## config.mk

```make
export PLATFORM = sky130hd
export DESIGN_NAME = eq2_resp_logger
export DESIGN_NICKNAME = d
export VERILOG_FILES = /design/src/rtl/eq2_resp_logger.sv
export SDC_FILE = /design/constraint.sdc
export NUM_CORES = 1
export LEC_CHECK = 0
export ABC_AREA = 1
export BUFFER_PORTS_ARGS = -buffer_cell sky130_fd_sc_hd__buf_2
export CORE_MARGIN = 4
export CORE_UTILIZATION = 53
export DETAILED_ROUTE_END_ITERATION = 12
export PLACE_DENSITY = 0.75
export SLEW_MARGIN = 25
export SYNTH_ARGS = -nofsm -noshare
export SYNTH_HDL_FRONTEND = slang
export SYNTH_SLANG_ARGS = --single-unit
```

## constraint.sdc

```tcl
create_clock -name clk -period 1.4 [get_ports clk]
set_input_delay 0.07 -clock clk [delete_from_list [all_inputs] [get_ports clk]]
set_output_delay 0.07 -clock clk [all_outputs]
set_load 0.01 [all_outputs]
```

## src/rtl/eq2_resp_logger.sv

```systemverilog
// eq2_resp_logger: capture-and-replay response logger for the 2-bit equality comparator.
//
// Samples {a, b, aeqb} on each sample_tick while capturing, checks aeqb against a locally
// computed a==b reference, stores one record per tick and counts mismatches (saturating).
// Once the session is complete the log is replayed one record per rd_req.
//
// Optional feature macro: EQ2_LOG_STOP_ON_ERR_EN
//   defined   -> capture stops after the first mismatching record has been written
//   undefined -> capture always runs DEPTH samples (default build)

module eq2_resp_logger #(
    parameter int unsigned W     = 2,
    parameter int unsigned DEPTH = 8,
    parameter int unsigned CNT_W = 4
) (
    input  logic             clk,
    input  logic             reset_n,
    input  logic             start,
    input  logic             sample_tick,
    input  logic [W-1:0]     a,
    input  logic [W-1:0]     b,
    input  logic             aeqb,
    output logic             busy,
    output logic             done,
    output logic             pass,
    output logic [CNT_W-1:0] err_cnt,
    input  logic             rd_req,
    output logic [2*W+1:0]   rd_data,
    output logic             rd_valid,
    output logic             rd_empty
);

    // Address width for the log memory; pointers carry one extra bit so that a full
    // log (wr_ptr == DEPTH) is distinguishable from an empty one.
    localparam int unsigned AW = (DEPTH > 1) ? $clog2(DEPTH) : 1;
    localparam int unsigned PW = AW + 1;
    localparam int unsigned RW = 2 * W + 2;

    localparam logic [PW-1:0]    LastPtr = PW'(DEPTH - 1);
    localparam logic [PW-1:0]    PtrOne  = PW'(1);
    localparam logic [CNT_W-1:0] CntOne  = CNT_W'(1);
    localparam logic [CNT_W-1:0] CntMax  = {CNT_W{1'b1}};

    typedef enum logic [1:0] {
        StIdle,
        StCapture,
        StDone
    } state_e;

    state_e             state_q;
    logic [PW-1:0]      wr_ptr_q;
    logic [PW-1:0]      rd_ptr_q;
    logic [CNT_W-1:0]   err_cnt_q;
    logic               busy_q;
    logic               done_q;
    logic [RW-1:0]      rd_data_q;
    logic               rd_valid_q;

    // Log storage; contents are not reset, only the pointers define what is valid.
    logic [RW-1:0]      mem [DEPTH];

    logic               ref_eq;
    logic               sample_err;
    logic [RW-1:0]      record;
    logic [CNT_W-1:0]   err_cnt_inc;
    logic               wr_last;
    logic               log_empty;
    logic               capture_en;

    // Reference check and record assembly for the current cycle's inputs.
    always_comb begin
        ref_eq      = (a == b);
        sample_err  = aeqb ^ ref_eq;
        record      = {a, b, aeqb, sample_err};
        err_cnt_inc = (err_cnt_q == CntMax) ? err_cnt_q : (err_cnt_q + CntOne);
        wr_last     = (wr_ptr_q == LastPtr);
        log_empty   = (rd_ptr_q == wr_ptr_q);
        capture_en  = (state_q == StCapture) && sample_tick;
    end

    // Log write port: one record per accepted sample_tick.
    always_ff @(posedge clk) begin
        if (capture_en) begin
            mem[wr_ptr_q[AW-1:0]] <= record;
        end
    end

    // Session FSM with registered status, counters and read port.
    always_ff @(posedge clk or negedge reset_n) begin
        if (!reset_n) begin
            state_q    <= StIdle;
            wr_ptr_q   <= '0;
            rd_ptr_q   <= '0;
            err_cnt_q  <= '0;
            busy_q     <= 1'b0;
            done_q     <= 1'b0;
            rd_data_q  <= '0;
            rd_valid_q <= 1'b0;
        end else begin
            // rd_valid is a single-cycle pulse unless a read fires below.
            rd_valid_q <= 1'b0;
            unique case (state_q)
                StIdle: begin
                    if (start) begin
                        wr_ptr_q  <= '0;
                        rd_ptr_q  <= '0;
                        err_cnt_q <= '0;
                        busy_q    <= 1'b1;
                        done_q    <= 1'b0;
                        state_q   <= StCapture;
                    end
                end
                StCapture: begin
                    if (sample_tick) begin
                        wr_ptr_q <= wr_ptr_q + PtrOne;
                        if (sample_err) begin
                            err_cnt_q <= err_cnt_inc;
                        end
                        if (wr_last) begin
                            busy_q  <= 1'b0;
                            done_q  <= 1'b1;
                            state_q <= StDone;
                        end
`ifdef EQ2_LOG_STOP_ON_ERR_EN
                        else if (sample_err) begin
                            // Failing record is already written; freeze the log here.
                            busy_q  <= 1'b0;
                            done_q  <= 1'b1;
                            state_q <= StDone;
                        end
`endif
                    end
                end
                StDone: begin
                    // start has priority over a read in the same cycle.
                    if (start) begin
                        wr_ptr_q  <= '0;
                        rd_ptr_q  <= '0;
                        err_cnt_q <= '0;
                        busy_q    <= 1'b1;
                        done_q    <= 1'b0;
                        state_q   <= StCapture;
                    end else if (rd_req && !log_empty) begin
                        rd_data_q  <= mem[rd_ptr_q[AW-1:0]];
                        rd_valid_q <= 1'b1;
                        rd_ptr_q   <= rd_ptr_q + PtrOne;
                    end
                end
                default: begin
                    state_q <= StIdle;
                    busy_q  <= 1'b0;
                    done_q  <= 1'b0;
                end
            endcase
        end
    end

    // Output mapping; pass and rd_empty decode registered state only.
    always_comb begin
        busy     = busy_q;
        done     = done_q;
        err_cnt  = err_cnt_q;
        rd_data  = rd_data_q;
        rd_valid = rd_valid_q;
        rd_empty = log_empty;
        pass     = done_q && (err_cnt_q == '0);
    end

endmodule

```

==> results.md, run 1 <==
- Total placed cells including tap cells: 426
- Classification of the worst-slack hold path: in -> reg
- Dominant cell type by area after synthesis: edfxtp_1
- Die Footprint: 7280 um2
- Arrival time worst endpoint: 1690 ps
- Peak supply drop: around 1100 uV
- Slowest CP cell: dfrtp_1
- Met3 routing resource usage after global routing: 0.0466
- Global route overflow: 0
- Setup violators final: 7
- Weighted congestion reported at the end of routability-driven placement: 0.798
- Fraction of synthesized cell area taken by the top area cell type: 0.455
- Share of layout cells above drive strength 1: 0.332
- Antenna violations before repair: 0
- Startpoint kind of the worst setup timing path: flip-flop
- FF/Latch Area: 2000 um2
- Clock network latency to the later pin of the worst-skew pair: ~340 ps
- Cells along the critical path: inv_2, buf_4, nand2_2, nor2_4, nand3_4, buf_6, nand2_2, nand2_1
- Core area: 5640 um2
- Overall power of the completed layout: 6890 uW
- Headroom to the max-slew limit: 0.659
- Clock tree from TritonCTS: yes
- Max Clock Freq: ~0.69 GHz
- # Max-Cap Violations: 0
- Post-route cell area: about 4000 um2
- Final slew viol count: 0
- DIE WIDTH: 85.3 um
- Met2 track demand over resource: 0.323
- Layer carrying the most global-route usage: met2
- Unique masters post-synth: 25
- Crit path top cell by count: nand2_2
- # fillers: 374
- Status: finished with violations
- Number of buffer and inverter instances along the worst setup path: 3
- Setup repair after global routing missed its margin: true
- P&R area growth vs syn: 26.5%
- Number of non-filler instances in the completed layout: 454
- Footprint of the multi-input gates: roughly 1200 um2
- Drt drc: 0
- Max Fanout on Critical Path: 7
- Mapped Cells: 324
- Kind of capture point of the worst setup path: flip-flop
- Global-route usage over all layers: 0.205
- Final layout net count: 391
- Post-Syn Area per Cell: 9.77 um2
- Largest net degree at the start of global routing: 23
- Sinks on the clock net: 70
- Warnings, synthesis: 0
- Number of antenna diodes: 0
- Met1 Track Usage GR: 0.275
- Delay of the slowest cell on the worst path: 390 ps
- Worst path setup slack after routing: -59.3 ps
- First-pass GRT wire length: 11500 um
- Worst Max-Slew Pin Slew: 511 ps
- Clock period minus worst slack: about 1500 ps
- Routed via count: between 2000 and 2500
- Number of design-rule violations left by the first detailed-router iteration: 131
- Maximum level of the CTS H-tree: 3
- Core Rows: 27
- Library cell used as clock root buffer: clkbuf_8
- Router iterations before antenna repair: 4
- Inserted Clock Buffers: 9
- Effective utilization at floorplan: 0.561
- Detail-routed via count per cell: 5.41
- Leakage power total: 0.00171 uW
- DRT Wirelength: 7430 um
- Number of flip-flops and latches in the synthesized netlist: 70
- Pwr/cell area: ~1700 nW/um2
- Die extent in y: 85.3 um
- Post-Synthesis Cell Area: between 3000 and 4000 um2
- Worst EP required: around 1600 ps
- Gate family responsible for the most delay along the worst path: simple AND/OR/NAND/NOR gates
- Post-placement worst setup slack: -11.0 ps
- Count of pins on the block boundary: 25
- Placement Cell Area: 3510 um2
- Via count of the first global-routing pass: 2321
- Wire per inst: ~16 um
- Clock-pin slew of the registers on the worst-case setup and hold paths: roughly 70 ps
- Share of the cycle needed by the critical path after routing: 1.04
- Final Hold Fails: 0
- Post-route antenna net violation count: 0
- Post-Synthesis Net Count: 338
- Final worst clock skew: 6.04 ps
- Critical Setup Path Class: reg -> reg
- Worst-case clock buffer depth: 2
- Main area contributors after synthesis: edfxtp_1, dfrtp_1, nand2_1, nor2_1, o21ai_0
- Violations in the final reports: negative setup slack
- Port-buffer cells: 24
- Sum of negative setup slack: -119 ps
- Proportion of synthesized chip area in sequential cells: 0.629
- Sum of net half-perimeters after detailed placement: 4720 um
## registers in the layout, summed over array words and instances, names as in the netlist, 4 cells and up
register / flops
mem: 48
rd_data: 6
err_cnt: 4
rd_ptr_q: 4
wr_ptr_q: 4
## cell type report
cell class                      instances  area share
Sequential cell                        70       0.499
Multi-Input combinational cell        220       0.311
Timing Repair Buffer                   51      0.0925
Clock buffer                           16      0.0478
Inverter                               25      0.0278
Tap cell                               72      0.0225
## Yosys cell counts, drive strengths merged
| master | number |
|---|---|
| buf | 9 |
| inv | 25 |
| nor4 | 1 |
| nand2 | 92 |
| nor3 | 3 |
| nand4 | 4 |
| dfrtp | 22 |
| nand3 | 14 |
| nor2 | 54 |
| a21oi | 3 |
| o21ai | 42 |
| edfxtp | 48 |
| ha | 4 |
| xor2 | 3 |
## layout by cell type, fill, tap and decap left out, types with 5 or more instances in the layout
master / n
inv_1: 15
buf_2: 23
clkbuf_8: 11
dfrtp_1: 18
buf_4: 18
o21ai_1: 18
buf_6: 8
edfxtp_1: 48
nor2_1: 39
inv_2: 5
nand2_2: 19
nand3_1: 10
nor2_4: 11
nand2_1: 66
o21ai_0: 24
## metal layers
metal  wire, um  vias up
li1           -     1183
met1       3170     1202
met2       3840       67
met3        350        5
met4         65        0
met5          0        -
## per-stage QoR
stage,hold WS (ps),util
floorplan,-226,-
global placement,66.3,0.622
detailed placement,67.3,0.622
CTS,41.2,0.680
global route,52.1,0.710
finish,55.7,0.710
## cell families (layout without fill, tap and decap cells)
logic type,Yosys count,count (layout),share of synthesized area
compound gates,45,45,0.0723
xor+xnor,3,3,0.00830
fa+ha+maj,4,4,0.0158
buf+inv,34,92,0.0522
flops,70,70,0.629
simple gates,168,168,0.222
## report_power, final
part           switching (uW)  internal [uW]  leakage, uW
Sequential                206           2540     0.000719
Combinational            1570           1010     0.000895
Clock                     714            854    0.0000961
Total                    2490           4400      0.00171
## final timing paths
kind,start,to,slack (ps),cells after the start
min,a[0],mem[5][4]$_DFFE_PP_,60,1
max reg2reg,state_q[0]$_DFFE_PN0P_,rd_data[2]$_DFFE_PN0P_,-60,8
max,state_q[0]$_DFFE_PN0P_,rd_data[2]$_DFFE_PN0P_,-60,8
min reg2reg,rd_data[4]$_DFFE_PN0P_,rd_data[4]$_DFFE_PN0P_,490,2
min in group asynchronous,reset_n,rd_ptr_q[1]$_DFFE_PN0P_,240,2
max in group asynchronous,reset_n,wr_ptr_q[0]$_DFFE_PN0P_,790,2
## what timing repair did
action,4_1_cts,5_1_grt
endpoints found under the hold margin,22,0
gates resized for setup,18,58
setup buffers,7,4
endpoints found under the setup margin,7,50
gates cloned,1,0
hold buffers,1,0
pin swaps,9,13
## worst reg2reg max path, stage by stage, from the launching register on
cell,delay (ps)
dfrtp_1,390
inv_2,90
buf_4,150
nand2_2,100
nor2_4,210
nand3_4,180
buf_6,160
nand2_2,40
nand2_1,40
Power figures use the tool's default switching activity.
==> run 2, diff against run 1 <==
- CAP_MARGIN: unset -> 15
- GPL_TIMING_DRIVEN: unset -> 0
==> results.md, run 2 (synthesis gave the netlist of run 1 again) <==
- Leading cell type in the layout, fill and taps excluded: nand2_1
- Library cell used as clock root buffer: clkbuf_8
- Leakage power total: 0.00174 uW (+1.7%)
- Setup violators final: 10 (+3)
- Effective utilization at floorplan: 0.561 (unchanged)
- Hold path cells: 1 (unchanged)
- Worst Max-Slew Pin Slew: 511 ps (+0.108 ps)
- Critical R2R Capture: rd_valid$_DFF_PN0_
- Maximum level of the CTS H-tree: 3 (unchanged)
- Sinks on the clock net: 70 (unchanged)
- P&R area growth vs syn: 27.2%
- Endpoint of the worst hold path: mem[0][5]$_DFFE_PP_
- Worst-case clock buffer depth: 2 (unchanged)
- Post-route antenna net violation count: 0 (unchanged)
- FF-to-FF path depth: 8 (unchanged)
- Setup repair after global routing missed its margin: true
- # Max-Cap Violations: 0 (unchanged)
- Headroom to the max-slew limit: 0.659 (about the same)
- Clock-pin slew of the registers on the worst-case setup and hold paths: 70 ps (about the same)
- Hold Worst Slack: 59.3 ps (+3.62 ps)
- Share of the cycle needed by the critical path after routing: 1.05 (+0.00827)
- Number of non-filler instances in the completed layout: 461 (+1.5%)
- Register-to-register setup slack: -70 ps (about the same)
- Final layout net count: 398 (+1.8%)
- Pwr/cell area: 1730 nW/um2 (+0.77%)
- Sum of net half-perimeters after detailed placement: 4590 um (-2.9%)
- Sum of negative setup slack: -490 ps (-371 ps)
- Worst EP required: 1620 ps (about the same)
- Violations in the final reports: negative setup slack
- Detail-routed via count per cell: 5.35 (-1.1%)
- Port-buffer cells: 24 (unchanged)
- Router iterations before antenna repair: 5 (+1)
- Count of pins on the block boundary: 25 (unchanged)
- Status: finished with violations
- Final worst clock skew: 7.89 ps (+1.85 ps)
- Overall power of the completed layout: 6990 uW (+1.4%)
- Clock period minus worst slack: 1470 ps (+11.6 ps)
- Startpoint kind of the worst setup timing path: flip-flop
- Critical Setup Path Class: reg -> reg
- Die Footprint: 7280 um2 (unchanged)
- Top library cells by usage in the layout, fill and taps aside: nand2_1, edfxtp_1, nor2_1, buf_2, o21ai_1
- Via count of the first global-routing pass: 2358 (+1.6%)
- Layer carrying the most global-route usage: met2
- Die extent in y: 85.3 um (unchanged)
- FF/Latch Area: 2000 um2 (unchanged)
- Met2 track demand over resource: 0.343 (+0.0191)
- Routed via count: 2467 (+0.41%)
- CP startpoint: rd_ptr_q[0]$_DFFE_PN0P_
- Slowest CP cell: dfrtp_1
- Total placed cells including tap cells: 420 (-1.4%)
- Number of design-rule violations left by the first detailed-router iteration: 121 (-7.6%)
- Number of buffer and inverter instances along the worst setup path: 4 (+1)
- Drt drc: 0 (unchanged)
- # fillers: 397 (+6.1%)
- Largest net degree at the start of global routing: 23 (unchanged)
- Worst min-delay path startpoint: a[1]
- Max FFs per register: 48 (unchanged)
- Weighted congestion reported at the end of routability-driven placement: 0.826 (+3.4%)
- Final slew viol count: 0 (unchanged)
- First-pass GRT wire length: 11500 um (+0.30%)
- Kind of capture point of the worst setup path: flip-flop
- Max Clock Freq: 0.680 GHz (-0.79%)
- Clock tree from TritonCTS: yes
- Inserted Clock Buffers: 9 (unchanged)
- Share of layout cells above drive strength 1: 0.332 (-0.000841)
- Delay of the slowest cell on the worst path: 410 ps (+20 ps)
- Gate family responsible for the most delay along the worst path: buffers and inverters
- Cells along the critical path: buf_6, nand2_2, a21oi_2, nand2_4, buf_6, nand3_4, inv_6, buf_4
- Max Fanout on Critical Path: 8 (+1)
- Crit path top cell by count: buf_6
- Core area: 5640 um2 (unchanged)
- Footprint of the multi-input gates: 1240 um2 (-0.20%)
- Final Hold Fails: 0 (unchanged)
- Arrival time worst endpoint: 1690 ps (about the same)
- Met3 routing resource usage after global routing: 0.0417 (-0.00485)
- Wire per inst: 16.1 um (-1.5%)
- DIE WIDTH: 85.3 um (unchanged)
- Peak supply drop: 1020 uV (-5.3%)
- Met1 Track Usage GR: 0.266 (-0.00903)
- Core Rows: 27 (unchanged)
- Startpoint of the lowest-slack register-to-register path: rd_ptr_q[0]$_DFFE_PN0P_
- Antenna violations before repair: 0 (unchanged)
- Global route overflow: 0 (unchanged)
- Number of antenna diodes: 0 (unchanged)
- Global-route usage over all layers: 0.204 (-0.00152)
- Classification of the worst-slack hold path: in -> reg
- Post-placement worst setup slack: -183 ps (-172 ps)
- DRT Wirelength: 7430 um (unchanged)
- Clock network latency to the later pin of the worst-skew pair: 330 ps (about the same)
- Worst path setup slack after routing: -70.9 ps (-11.6 ps)
==> run 2: changes by cell type in the layout (fill, tap and decap cells not counted), sizes merged <==
cell | previous run | this run
buf | 50 | 56
inv | 24 | 25
==> run 2: power by group <==
group	total, uW	switching (uW)	internal [uW]	leakage [uW]
logic	2770	1640	1120	0.000926
registers	2740	207	2540	0.000719
clock network	1480	689	790	0.0000937
==> run 2: worst reg2reg max path, cell delays in order, from the launching register on <==
cell and delay [ps]:
dfrtp_1 410, buf_6 170, nand2_2 70, a21oi_2 200, nand2_4 80, buf_6 140, nand3_4 110, inv_6 70
buf_4 130
==> run 2: area by class of cell <==
class / instances / share of cell area
flip-flops and latches: 70 / 0.496
multi-input cells: 220 / 0.308
repair buffers: 49 / 0.0823
clock buffers: 15 / 0.0438
inverters: 25 / 0.0270
well taps: 72 / 0.0224
plain buffers: 9 / 0.0193
clock inverters: 1 / 0.00124
==> run 2: worst max-delay path by stage <==
stage | endpoint | depth (start not counted)
CTS | rd_data[3]$_DFFE_PN0P_ | 10
global placement | mem[2][3]$_DFFE_PP_ | 6
finish | rd_valid$_DFF_PN0_ | 8
floorplan | mem[6][0]$_DFFE_PP_ | 5
detailed placement | rd_data[5]$_DFFE_PN0P_ | 8
global route | rd_data[2]$_DFFE_PN0P_ | 9
==> run 2: layer usage <==
metal | up-vias | part of all wire
li1 | 1196 | -
met1 | 1196 | 0.41
met2 | 63 | 0.52
met3 | 12 | 0.046
met4 | 0 | 0.015
met5 | - | 0
==> run 2: what timing repair did <==
item	CTS	global route
buffers inserted	17	7
endpoints found under the setup margin	59	68
hold endpoints to repair	22	0
hold buffers	1	0
pin swaps	9	22
gates resized for setup	21	60
==> run 2: metrics by stage <==
| step | util | area [um2] |
|---|---|---|
| after floorplan | - | 3240 |
| after global placement | 0.612 | 3450 |
| after detailed placement | 0.612 | 3450 |
| after CTS | 0.674 | 3800 |
| after global routing | 0.714 | 4030 |
| final | 0.714 | 4030 |
